--- config.mk ---
export PLATFORM = sky130hd
export DESIGN_NAME = uart_host_sequencer_flat
export DESIGN_NICKNAME = d
export VERILOG_FILES = /design/src/rtl/uart_host_sequencer_pkg.sv /design/src/rtl/uart_host_sequencer_if.sv /design/src/rtl/uart_host_sequencer.sv /design/src/flat_wrapper.sv
export SDC_FILE = /design/constraint.sdc
export NUM_CORES = 1
export LEC_CHECK = 0
export BUFFER_PORTS_ARGS = -buffer_cell sky130_fd_sc_hd__buf_4
export CAP_MARGIN = 20
export CORE_ASPECT_RATIO = 1.1
export CORE_MARGIN = 2
export CORE_UTILIZATION = 48
export DETAILED_ROUTE_END_ITERATION = 8
export PLACE_DENSITY = 0.84
export SYNTH_ARGS = -nofsm -noshare
export SYNTH_HDL_FRONTEND = slang
export SYNTH_SLANG_ARGS = --single-unit
--- constraint.sdc ---
create_clock -name clk_i -period 4.76 [get_ports clk_i]
set_clock_uncertainty 0.15 [all_clocks]
set_input_delay 1.19 -clock clk_i [delete_from_list [all_inputs] [get_ports clk_i]]
set_output_delay 1.19 -clock clk_i [all_outputs]
set_load 0.02 [all_outputs]
--- src/rtl/uart_host_sequencer_pkg.sv ---
// Shared types and constants for the UART register-bus host sequencer:
// register map addresses, command opcodes, status field positions and FSM states.
package uart_host_sequencer_pkg;

    localparam int unsigned DATA_W = 8;
    localparam int unsigned ADDR_W = 3;
    localparam int unsigned CMD_W  = 24;
    localparam int unsigned ERR_W  = 4;
    localparam int unsigned CNT_W  = 8;

    // UART controller register map
    localparam logic [ADDR_W-1:0] ADDR_STR  = 3'd0;
    localparam logic [ADDR_W-1:0] ADDR_LDVR = 3'd1;
    localparam logic [ADDR_W-1:0] ADDR_UDVR = 3'd2;
    localparam logic [ADDR_W-1:0] ADDR_FSR  = 3'd3;
    localparam logic [ADDR_W-1:0] ADDR_ISR  = 3'd5;
    localparam logic [ADDR_W-1:0] ADDR_RXR  = 3'd6;
    localparam logic [ADDR_W-1:0] ADDR_TXR  = 3'd7;

    localparam logic [DATA_W-1:0] ISR_IACK = 8'h01;

    // Status register field positions
    localparam int unsigned FSR_TXF   = 7;
    localparam int unsigned ISR_RXRDY = 7;
    localparam int unsigned ISR_FRM   = 6;
    localparam int unsigned ISR_PAR   = 5;
    localparam int unsigned ISR_OVR   = 4;

    // Response error bit indices: {TIMEOUT, FRM, PAR, OVR}
    localparam int unsigned ERR_TIMEOUT = 3;
    localparam int unsigned ERR_FRM     = 2;
    localparam int unsigned ERR_PAR     = 1;
    localparam int unsigned ERR_OVR     = 0;

    typedef enum logic [1:0] {
        OP_CONFIG    = 2'd0,
        OP_SEND      = 2'd1,
        OP_THRESHOLD = 2'd2,
        OP_READ      = 2'd3
    } cmd_op_e;

    // CONFIG payload layout; other opcodes use the low bits
    typedef struct packed {
        logic [7:0]  str;
        logic [15:0] div;
    } cmd_payload_t;

    typedef enum logic [3:0] {
        S_IDLE, S_WR_LDVR, S_WR_UDVR, S_WR_STR, S_RD_FSR, S_CHK_FSR, S_WR_TXR,
        S_WR_FSR, S_RD_RXR, S_CHK_RXR, S_RD_ISR, S_CHK_ISR, S_ACK_ISR, S_RESP
    } state_e;

endpackage

--- src/rtl/uart_host_sequencer_if.sv ---
// Command, register-bus and response signals of the host sequencer.
// master = sequencer side, slave = client/controller/bench side.
interface uart_host_sequencer_if;
    import uart_host_sequencer_pkg::*;

    logic                cmd_valid_i;
    logic                cmd_ready_o;
    cmd_op_e             cmd_op_i;
    logic [CMD_W-1:0]    cmd_data_i;
    logic [ADDR_W-1:0]   address_o;
    logic                write_o;
    logic                read_o;
    logic [DATA_W-1:0]   wdata_o;
    logic [DATA_W-1:0]   rdata_i;
    logic                irq_i;
    logic                rsp_valid_o;
    logic                rsp_ready_i;
    logic [DATA_W-1:0]   rsp_data_o;
    logic                rsp_irq_o;
    logic [ERR_W-1:0]    rsp_err_o;

    modport master (
        input  cmd_valid_i, cmd_op_i, cmd_data_i, rdata_i, irq_i, rsp_ready_i,
        output cmd_ready_o, address_o, write_o, read_o, wdata_o,
               rsp_valid_o, rsp_data_o, rsp_irq_o, rsp_err_o
    );

    modport slave (
        output cmd_valid_i, cmd_op_i, cmd_data_i, rdata_i, irq_i, rsp_ready_i,
        input  cmd_ready_o, address_o, write_o, read_o, wdata_o,
               rsp_valid_o, rsp_data_o, rsp_irq_o, rsp_err_o
    );
endinterface

--- src/rtl/uart_host_sequencer.sv ---
// Register-bus master for the UART controller: turns client commands into
// register read/write sequences and services the controller interrupt.
module uart_host_sequencer
    import uart_host_sequencer_pkg::*;
#(
    parameter int unsigned POLL_LIMIT = 255
) (
    input  logic                  clk_i,
    input  logic                  rst_i,
    uart_host_sequencer_if.master bus
);

    state_e            state_q, state_d;
    cmd_payload_t      cmd_q, cmd_d;
    logic [CNT_W-1:0]  cnt_q, cnt_d;
    logic [DATA_W-1:0] rx_q, rx_d;
    logic [ERR_W-1:0]  err_q, err_d;
    logic              irq_mode_q, irq_mode_d;
    logic              run_q;
    logic [CNT_W:0]    polls_c;

    assign polls_c = {1'b0, cnt_q} + (CNT_W+1)'(1);

    always_ff @(posedge clk_i or posedge rst_i) begin
        if (rst_i) begin
            state_q    <= S_IDLE;
            cmd_q      <= '0;
            cnt_q      <= '0;
            rx_q       <= '0;
            err_q      <= '0;
            irq_mode_q <= 1'b0;
            run_q      <= 1'b0;
        end else begin
            state_q    <= state_d;
            cmd_q      <= cmd_d;
            cnt_q      <= cnt_d;
            rx_q       <= rx_d;
            err_q      <= err_d;
            irq_mode_q <= irq_mode_d;
            run_q      <= 1'b1;
        end
    end

    always_comb begin
        state_d         = state_q;
        cmd_d           = cmd_q;
        cnt_d           = cnt_q;
        rx_d            = rx_q;
        err_d           = err_q;
        irq_mode_d      = irq_mode_q;
        bus.cmd_ready_o = run_q && (state_q == S_IDLE) && !bus.irq_i;
        bus.address_o   = '0;
        bus.write_o     = 1'b0;
        bus.read_o      = 1'b0;
        bus.wdata_o     = '0;
        bus.rsp_valid_o = 1'b0;
        bus.rsp_data_o  = '0;
        bus.rsp_irq_o   = 1'b0;
        bus.rsp_err_o   = '0;

        unique case (state_q)
            // Interrupt wins over a pending command; irq is only looked at here
            S_IDLE: begin
                if (run_q && bus.irq_i) begin
                    state_d    = S_RD_ISR;
                    irq_mode_d = 1'b1;
                    rx_d       = '0;
                    err_d      = '0;
                end else if (run_q && bus.cmd_valid_i) begin
                    cmd_d      = bus.cmd_data_i;
                    cnt_d      = '0;
                    rx_d       = '0;
                    err_d      = '0;
                    irq_mode_d = 1'b0;
                    unique case (bus.cmd_op_i)
                        OP_CONFIG:    state_d = S_WR_LDVR;
                        OP_SEND:      state_d = S_RD_FSR;
                        OP_THRESHOLD: state_d = S_WR_FSR;
                        OP_READ:      state_d = S_RD_RXR;
                        default:      state_d = S_IDLE;
                    endcase
                end
            end
            S_WR_LDVR: begin
                bus.write_o   = 1'b1;
                bus.address_o = ADDR_LDVR;
                bus.wdata_o   = cmd_q.div[7:0];
                state_d       = S_WR_UDVR;
            end
            S_WR_UDVR: begin
                bus.write_o   = 1'b1;
                bus.address_o = ADDR_UDVR;
                bus.wdata_o   = cmd_q.div[15:8];
                state_d       = S_WR_STR;
            end
            S_WR_STR: begin
                bus.write_o   = 1'b1;
                bus.address_o = ADDR_STR;
                bus.wdata_o   = cmd_q.str;
                state_d       = S_IDLE;
            end
            S_WR_FSR: begin
                bus.write_o   = 1'b1;
                bus.address_o = ADDR_FSR;
                bus.wdata_o   = {2'b00, cmd_q[5:0]};
                state_d       = S_IDLE;
            end
            S_RD_FSR: begin
                bus.read_o    = 1'b1;
                bus.address_o = ADDR_FSR;
                state_d       = S_CHK_FSR;
            end
            // TX FIFO full: poll again until the limit, then report a timeout
            S_CHK_FSR: begin
                if (!bus.rdata_i[FSR_TXF]) begin
                    state_d = S_WR_TXR;
                end else begin
                    if (cnt_q != '1) cnt_d = cnt_q + CNT_W'(1);
                    if (polls_c >= (CNT_W+1)'(POLL_LIMIT)) begin
                        state_d            = S_RESP;
                        err_d              = '0;
                        err_d[ERR_TIMEOUT] = 1'b1;
                        rx_d               = '0;
                    end else begin
                        state_d = S_RD_FSR;
                    end
                end
            end
            S_WR_TXR: begin
                bus.write_o   = 1'b1;
                bus.address_o = ADDR_TXR;
                bus.wdata_o   = cmd_q[7:0];
                state_d       = S_IDLE;
            end
            S_RD_RXR: begin
                bus.read_o    = 1'b1;
                bus.address_o = ADDR_RXR;
                state_d       = S_CHK_RXR;
            end
            S_CHK_RXR: begin
                rx_d    = bus.rdata_i;
                state_d = irq_mode_q ? S_ACK_ISR : S_RESP;
            end
            S_RD_ISR: begin
                bus.read_o    = 1'b1;
                bus.address_o = ADDR_ISR;
                state_d       = S_CHK_ISR;
            end
            S_CHK_ISR: begin
                err_d[ERR_FRM] = bus.rdata_i[ISR_FRM];
                err_d[ERR_PAR] = bus.rdata_i[ISR_PAR];
                err_d[ERR_OVR] = bus.rdata_i[ISR_OVR];
                state_d        = bus.rdata_i[ISR_RXRDY] ? S_RD_RXR : S_ACK_ISR;
            end
            S_ACK_ISR: begin
                bus.write_o   = 1'b1;
                bus.address_o = ADDR_ISR;
                bus.wdata_o   = ISR_IACK;
                state_d       = S_RESP;
            end
            S_RESP: begin
                bus.rsp_valid_o = 1'b1;
                bus.rsp_data_o  = rx_q;
                bus.rsp_irq_o   = irq_mode_q;
                bus.rsp_err_o   = err_q;
                if (bus.rsp_ready_i) state_d = S_IDLE;
            end
            default: state_d = S_IDLE;
        endcase
    end

endmodule

--- src/flat_wrapper.sv ---
// flat-port wrapper written by rule: the top's interface ports become plain ports
module uart_host_sequencer_flat import uart_host_sequencer_pkg::*;
#(
    parameter int unsigned POLL_LIMIT = 255
)
  (clk_i, rst_i, bus_cmd_valid_i, bus_cmd_op_i, bus_cmd_data_i, bus_rdata_i, bus_irq_i, bus_rsp_ready_i, bus_cmd_ready_o, bus_address_o, bus_write_o, bus_read_o, bus_wdata_o, bus_rsp_valid_o, bus_rsp_data_o, bus_rsp_irq_o, bus_rsp_err_o);
  uart_host_sequencer_if bus_i ();
  input  logic clk_i;
  input  logic rst_i;
  input wire logic [$bits(bus_i.cmd_valid_i)-1:0] bus_cmd_valid_i;
  input wire logic [$bits(bus_i.cmd_op_i)-1:0] bus_cmd_op_i;
  input wire logic [$bits(bus_i.cmd_data_i)-1:0] bus_cmd_data_i;
  input wire logic [$bits(bus_i.rdata_i)-1:0] bus_rdata_i;
  input wire logic [$bits(bus_i.irq_i)-1:0] bus_irq_i;
  input wire logic [$bits(bus_i.rsp_ready_i)-1:0] bus_rsp_ready_i;
  output wire logic [$bits(bus_i.cmd_ready_o)-1:0] bus_cmd_ready_o;
  output wire logic [$bits(bus_i.address_o)-1:0] bus_address_o;
  output wire logic [$bits(bus_i.write_o)-1:0] bus_write_o;
  output wire logic [$bits(bus_i.read_o)-1:0] bus_read_o;
  output wire logic [$bits(bus_i.wdata_o)-1:0] bus_wdata_o;
  output wire logic [$bits(bus_i.rsp_valid_o)-1:0] bus_rsp_valid_o;
  output wire logic [$bits(bus_i.rsp_data_o)-1:0] bus_rsp_data_o;
  output wire logic [$bits(bus_i.rsp_irq_o)-1:0] bus_rsp_irq_o;
  output wire logic [$bits(bus_i.rsp_err_o)-1:0] bus_rsp_err_o;
  assign bus_i.cmd_valid_i = bus_cmd_valid_i;
  assign bus_i.cmd_op_i = bus_cmd_op_i;
  assign bus_i.cmd_data_i = bus_cmd_data_i;
  assign bus_i.rdata_i = bus_rdata_i;
  assign bus_i.irq_i = bus_irq_i;
  assign bus_i.rsp_ready_i = bus_rsp_ready_i;
  assign bus_cmd_ready_o = bus_i.cmd_ready_o;
  assign bus_address_o = bus_i.address_o;
  assign bus_write_o = bus_i.write_o;
  assign bus_read_o = bus_i.read_o;
  assign bus_wdata_o = bus_i.wdata_o;
  assign bus_rsp_valid_o = bus_i.rsp_valid_o;
  assign bus_rsp_data_o = bus_i.rsp_data_o;
  assign bus_rsp_irq_o = bus_i.rsp_irq_o;
  assign bus_rsp_err_o = bus_i.rsp_err_o;
  uart_host_sequencer #(.POLL_LIMIT(POLL_LIMIT)) u_core (.clk_i(clk_i), .rst_i(rst_i), .bus(bus_i));
endmodule
# Yosys cells after proc, flatten, opt, wreduce, memory -nomap -nowiden
# Cells that the tools add are included.
dict set report op_classes {
  reduce_logical 23
  bitwise 1
  n_mux 34
  add_sub_neg 2
  magnitude_cmp 1
  eq_ne 24
}
# cell n
set ops {}
lappend ops {{8-bit two-way mux} 8}
lappend ops {{4-bit case mux with 11 select lines} 1}
lappend ops {{4-bit two-way mux} 10}
lappend ops {{8-bit case mux with 5 select lines} 1}
lappend ops {{4-bit == test (second input constant)} 6}
lappend ops {{8-bit case mux with 3 select lines} 1}
lappend ops {{3-bit case mux with 6 select lines} 1}
lappend ops {{4-bit by 3-bit == test with 1-bit output (second input constant)} 4}
lappend ops {{4-bit case mux with 4 select lines} 1}
lappend ops {{8-bit case mux with 2 select lines} 1}
lappend ops {{4-bit AND reduction} 3}
lappend ops {{8-bit by 1-bit adder with 9-bit output (second input constant)} 1}
lappend ops {{9-bit by 8-bit greater-or-equal comparator with 1-bit output (second input constant)} 1}
lappend ops {{3-bit case mux with 3 select lines} 1}
lappend ops {{8-bit by 1-bit adder with 8-bit output (second input constant)} 1}
lappend ops {{4-bit by 2-bit == test with 1-bit output (second input constant)} 2}
lappend ops {{2-bit inequality test (second input constant)} 4}
lappend ops {{8-bit inequality test (second input constant)} 1}
lappend ops {{1-bit two-way mux} 7}
lappend ops {{3-bit nonzero test} 2}
lappend ops {{2-bit OR reduction} 3}
lappend ops {{6-bit OR reduction} 1}
lappend ops {{5-bit AND reduction} 1}
lappend ops {{2-bit == test (second input constant)} 2}
lappend ops {{15 further kinds} 21}
dict set report totals {
  ff_bits 50
  output_inout_bits 28
  in_bits 39
  word_cells 94
}

# Logic depth before layout (Yosys ltp)
dict set report depth {
  depth_word 5
  depth_mapped 8
  mapped_depth_nobuf 7
}

# Worst setup path before layout
# No wires, ideal clock.
dict set report synth_timing {
  path_type {in2out}
  from {input port bus_irq_i}
  to {output port bus_cmd_ready_o}
  n_path_buf 0
  slack_ps 1712
  path_stages 1
  required_time_ps 3420
  arrival_ps 1708
  cell_sequence {nor3b_1}
}
dict set report synth_between {
  elab_chain_len 2
}
# item line
set synth_lines {}
lappend synth_lines {{start: declaration} flat_wrapper.sv:14} ;# input wire logic [$bits(bus_i.irq_i)-1:0] bus_irq_i;
lappend synth_lines {{1-bit logical NOT} uart_host_sequencer.sv:51} ;# bus.cmd_ready_o = run_q && (state_q == S_IDLE) && !bus.irq_i;
lappend synth_lines {{1-bit logical AND} uart_host_sequencer.sv:51}
lappend synth_lines {{end: declaration} flat_wrapper.sv:16} ;# output wire logic [$bits(bus_i.cmd_ready_o)-1:0] bus_cmd_ready_o;
# No other way between the ends.

# Worst setup path after layout
dict set report layout_timing {
  from {register u_core.state_q[0]}
  to {output port bus_wdata_o[5]}
}
dict set report layout_between {
  elab_chain_len 3
  word_cells_on_any_way 8
  classes_between {eq/ne: 6; mux: 1; reduce/logical: 1}
}
# item line
set layout_lines {}
lappend layout_lines {{start: declaration} uart_host_sequencer.sv:13} ;# state_e state_q, state_d;
lappend layout_lines {{start signal: assignment} uart_host_sequencer.sv:34} ;# state_q <= state_d;
lappend layout_lines {{4-bit by 3-bit == test with 1-bit output / 4-bit by 1-bit == test with 1-bit output (equally long branches)} uart_host_sequencer.sv:61} ;# unique case (state_q)
lappend layout_lines {{2-bit OR reduction (no line)} n/a}
lappend layout_lines {{8-bit case mux with 5 select lines (*)} uart_host_sequencer.sv:61}
lappend layout_lines {{end: declaration} flat_wrapper.sv:20} ;# output wire logic [$bits(bus_i.wdata_o)-1:0] bus_wdata_o;
# Mark *: on every way between the ends. The rest lies on a longest branch, timed or not.

==> flow_metrics.env <==
export IMPL_cts_buffers=5
export IMPL_diodes=0
export IMPL_worstReg2RegEnd="u_core.cnt_q[7]$_DFFE_PP0P_"
export IMPL_yosysTopAreaCellShare_pct=44.8
export IMPL_p_per_area_nw_per_um2=536
export IMPL_cpLargestDelayFamily="flip-flops"
export IMPL_synthTopCellsByArea="dfrtp_1 45%, mux2_2 10%, a32o_1 3.6%"
export IMPL_numPortBuffers=66
export IMPL_fin_ws_ps=931
export IMPL_tightest_slew_ps=839
export IMPL_crit_path_max_fanout=24
export IMPL_drt_iter0_drc=182
export IMPL_fin_crit_sh_pct=80.4
export IMPL_path_cells="nand2b_1 -> o21ai_0 -> and2_0 -> a222oi_1 -> inv_1 -> buf_4"
export IMPL_synth_warnings=0
export IMPL_critPathKind="flop to output pin"
export IMPL_post_synth_inst_count=269
export IMPL_cp_num_cells=6
export IMPL_post_route_util_pct=60.1
export IMPL_tritoncts="built"
export IMPL_clockRootBuffer="clkbuf_8"
export IMPL_cts_resized=0
export IMPL_wl_per_cell_um=15.3
export IMPL_cts_buffer_depth=2
export IMPL_synth_nets=313
export IMPL_die_x_um=76.7
export IMPL_slew_headroom_pct=43.6
export IMPL_rsz0062_at_grt="no"
export IMPL_ff_latch_area_um2=1250
export IMPL_fmax_mhz=261
export IMPL_rows=29
export IMPL_holdCritStartpoint="u_core.cmd_q[15]$_DFFE_PP0P_"
export IMPL_placedCellCount=398
export IMPL_syn_to_final_growth_pct=22.7
export IMPL_coreArea_um2=5700
export IMPL_netlist_top_cells_count="50 x dfrtp_1, 25 x mux2_2, 21 x nand2_1, 18 x nor2_1"
export IMPL_hold_buffers=0
export IMPL_grt_max_degree=51
export IMPL_synth_edf_count=0
export IMPL_crit_path_start_kind="flop"
export IMPL_clkSlewWorstSetupHoldPaths_ps=90
export IMPL_ys_seq_area_share_pct=44.8
export IMPL_drive_above_1_share_pct=33.3
export IMPL_critPathMaxStageDelay_ps=840
export IMPL_drtAntennaViolNets=0
export IMPL_io_pin_count=67
export IMPL_ir_worst_vdd_mv=0.362
export IMPL_htree_levels=2
export IMPL_viasPerCell=5.81
export IMPL_multiInputGateArea_um2=1390
export IMPL_leakagePower_nw=1.59
export IMPL_grt_pass1_wl_mm=10.6
export IMPL_final_hold_viol_count=0
export IMPL_final_cells=407
export IMPL_drtPass1Iterations=6
export IMPL_finish_instance_area_um2=3430
export IMPL_crit_arrival_ps=2490
export IMPL_syn_avg_cell_area_um2=10.4
export IMPL_die_area_um2=6440
export IMPL_fin_nets=373
export IMPL_required_ps=3420
export IMPL_outcome="finished clean"
export IMPL_worst_path_buf_inv=2
export IMPL_r2r_slack_ps=2300
export IMPL_synth_area_um2=2790
export IMPL_clock_sinks=50
export IMPL_cp_end_kind="output pin"
export IMPL_clkLatencyLatePin_ps=300
export IMPL_dpl_instance_area_um2=3280
export IMPL_drc=0
export IMPL_grt_total_usage_pct=20.0
export IMPL_reg2reg_depth=5
export IMPL_synthArstFlopShare_pct=100
export IMPL_slowest_stage="dfrtp_1"
export IMPL_fp_dieH_um=84
export IMPL_endpoint="bus_wdata_o[5]"
export IMPL_fill_cells=486
export IMPL_worstSetupStartpoint="u_core.state_q[0]$_DFFE_PP0P_"
export IMPL_r2r_start="u_core.state_q[2]$_DFFE_PP0P_"
export IMPL_synth_main_ff_cell="dfrtp_1"
export IMPL_setup_viol=0
export IMPL_period_needed_ps=3830
export IMPL_drv_cap=0
export IMPL_wl_mm=6.21
export IMPL_vias=2363
export IMPL_overflow=0
export IMPL_ys_ff_latch=50
export IMPL_dp_slack_ps=1320
export IMPL_hold_path_class="flop to flop"
export IMPL_maxSlewViolCount=0
export IMPL_yosysMostFrequentCell="dfrtp_1"
export IMPL_grt_pass1_vias=2357
export IMPL_yosys_area_top_type="dfrtp_1"
export IMPL_start_util_pct=49.0
export IMPL_dp_hpwl_mm=4.47
export IMPL_post_cts_setup_buffer_count=0
export IMPL_gp_congestion=0.840
export IMPL_fin_tns_setup_ps=0
export IMPL_synth_cell_types=52
export IMPL_antenna_found_initial=0
==> final cells by class <==
| class | instances | area share (%) |
|---|---|---|
| clock buffer | 6 | 2.41 |
| sequential | 50 | 36.5 |
| clock inverter | 2 | 1.13 |
| multi-input combinational | 192 | 40.7 |
| timing repair buffer | 67 | 15.0 |
| tap | 77 | 2.81 |
| inverter | 13 | 1.42 |
==> routing by layer <==
| layer | wire (µm) | vias up | global-route usage, % | part of all wire (%) |
|---|---|---|---|---|
| met5 | 0 | - | 0 | 0 |
| met4 | 89 | 0 | 6.45 | 1.4 |
| met3 | 556 | 11 | 5.74 | 9.0 |
| met2 | 3030 | 124 | 33.7 | 49 |
| met1 | 2530 | 1116 | 24.8 | 41 |
| li1 | - | 1112 | - | - |
==> flip-flops by register name, indices dropped and copies added, names as in the netlist <==
signal             flops
u_core.cmd_q          24
u_core.cnt_q           8
u_core.rx_q            8
u_core.err_q           4
u_core.state_q         4
u_core.irq_mode_q      1
u_core.run_q           1
==> per-stage QoR <==
stage | hold WS (ps) | total power, W
after floorplan | 324 | 0.00129
after global placement | 338 | 0.00149
after detailed placement | 344 | 0.00152
after CTS | 366 | 0.00184
after global routing | 386 | 0.00195
final | 363 | 0.00184
==> worst min-delay path by stage <==
stage,endpoint,slack (ps),cells past startpoint
2_1_floorplan,u_core.cmd_q[16]$_DFFE_PP0P_,320,1
5_1_grt,u_core.cmd_q[22]$_DFFE_PP0P_,390,1
4_1_cts,u_core.cmd_q[15]$_DFFE_PP0P_,370,1
3_3_place_gp,u_core.cmd_q[8]$_DFFE_PP0P_,340,1
3_5_place_dp,u_core.cmd_q[15]$_DFFE_PP0P_,340,1
6_report,u_core.cmd_q[15]$_DFFE_PP0P_,360,1
==> layout by cell type, fill, tap and decap left out, types with 2 or more instances in the layout <==
cell and count:
a211oi_1 4, a21oi_1 10, a222oi_1 5, a22oi_1 4, a31oi_1 4, a32o_1 10
and2_1 11, and3_1 2, buf_4 66, clkbuf_8 6, dfrtp_1 50, ha_1 5
inv_1 12, mux2_2 25, nand2_1 21, nand2b_1 7, nand3_1 6, nor2_1 18
nor2b_1 2, nor3_1 7, o21a_1 2, o21ai_0 13, o21bai_1 2, o22ai_1 4
o31ai_1 4, xnor2_1 3
==> worst register-to-register path, stage by stage, from the launching register on <==
cell and delay (ps):
dfrtp_1 760, nor2b_1 370, nand4_1 390, o21a_1 400, o21ai_0 190, o31ai_1 90
==> power breakdown <==
group	total, W	switching, W	leakage, nW	internal (W)
sequential	0.000760	0.000168	0.640	0.000592
clock	0.000319	0.000146	0.0618	0.000173
combinational	0.000758	0.000383	0.890	0.000375
==> logic make-up (layout without fill, tap and decap cells) <==
family | Yosys count | after routing | share of synthesized area, %
and+or+nand+nor | 87 | 87 | 17.9
AOI/OAI and AO/OA | 71 | 71 | 18.6
DFF | 50 | 50 | 44.8
buffers and inverters | 27 | 88 | 5.33
muxes | 25 | 25 | 10.1
adders and majority gates | 5 | 5 | 2.24
xor gates and xnor gates | 3 | 3 | 0.941
other | 1 | 1 | 0.134
No activity file was read; power rests on OpenSTA's default activity.
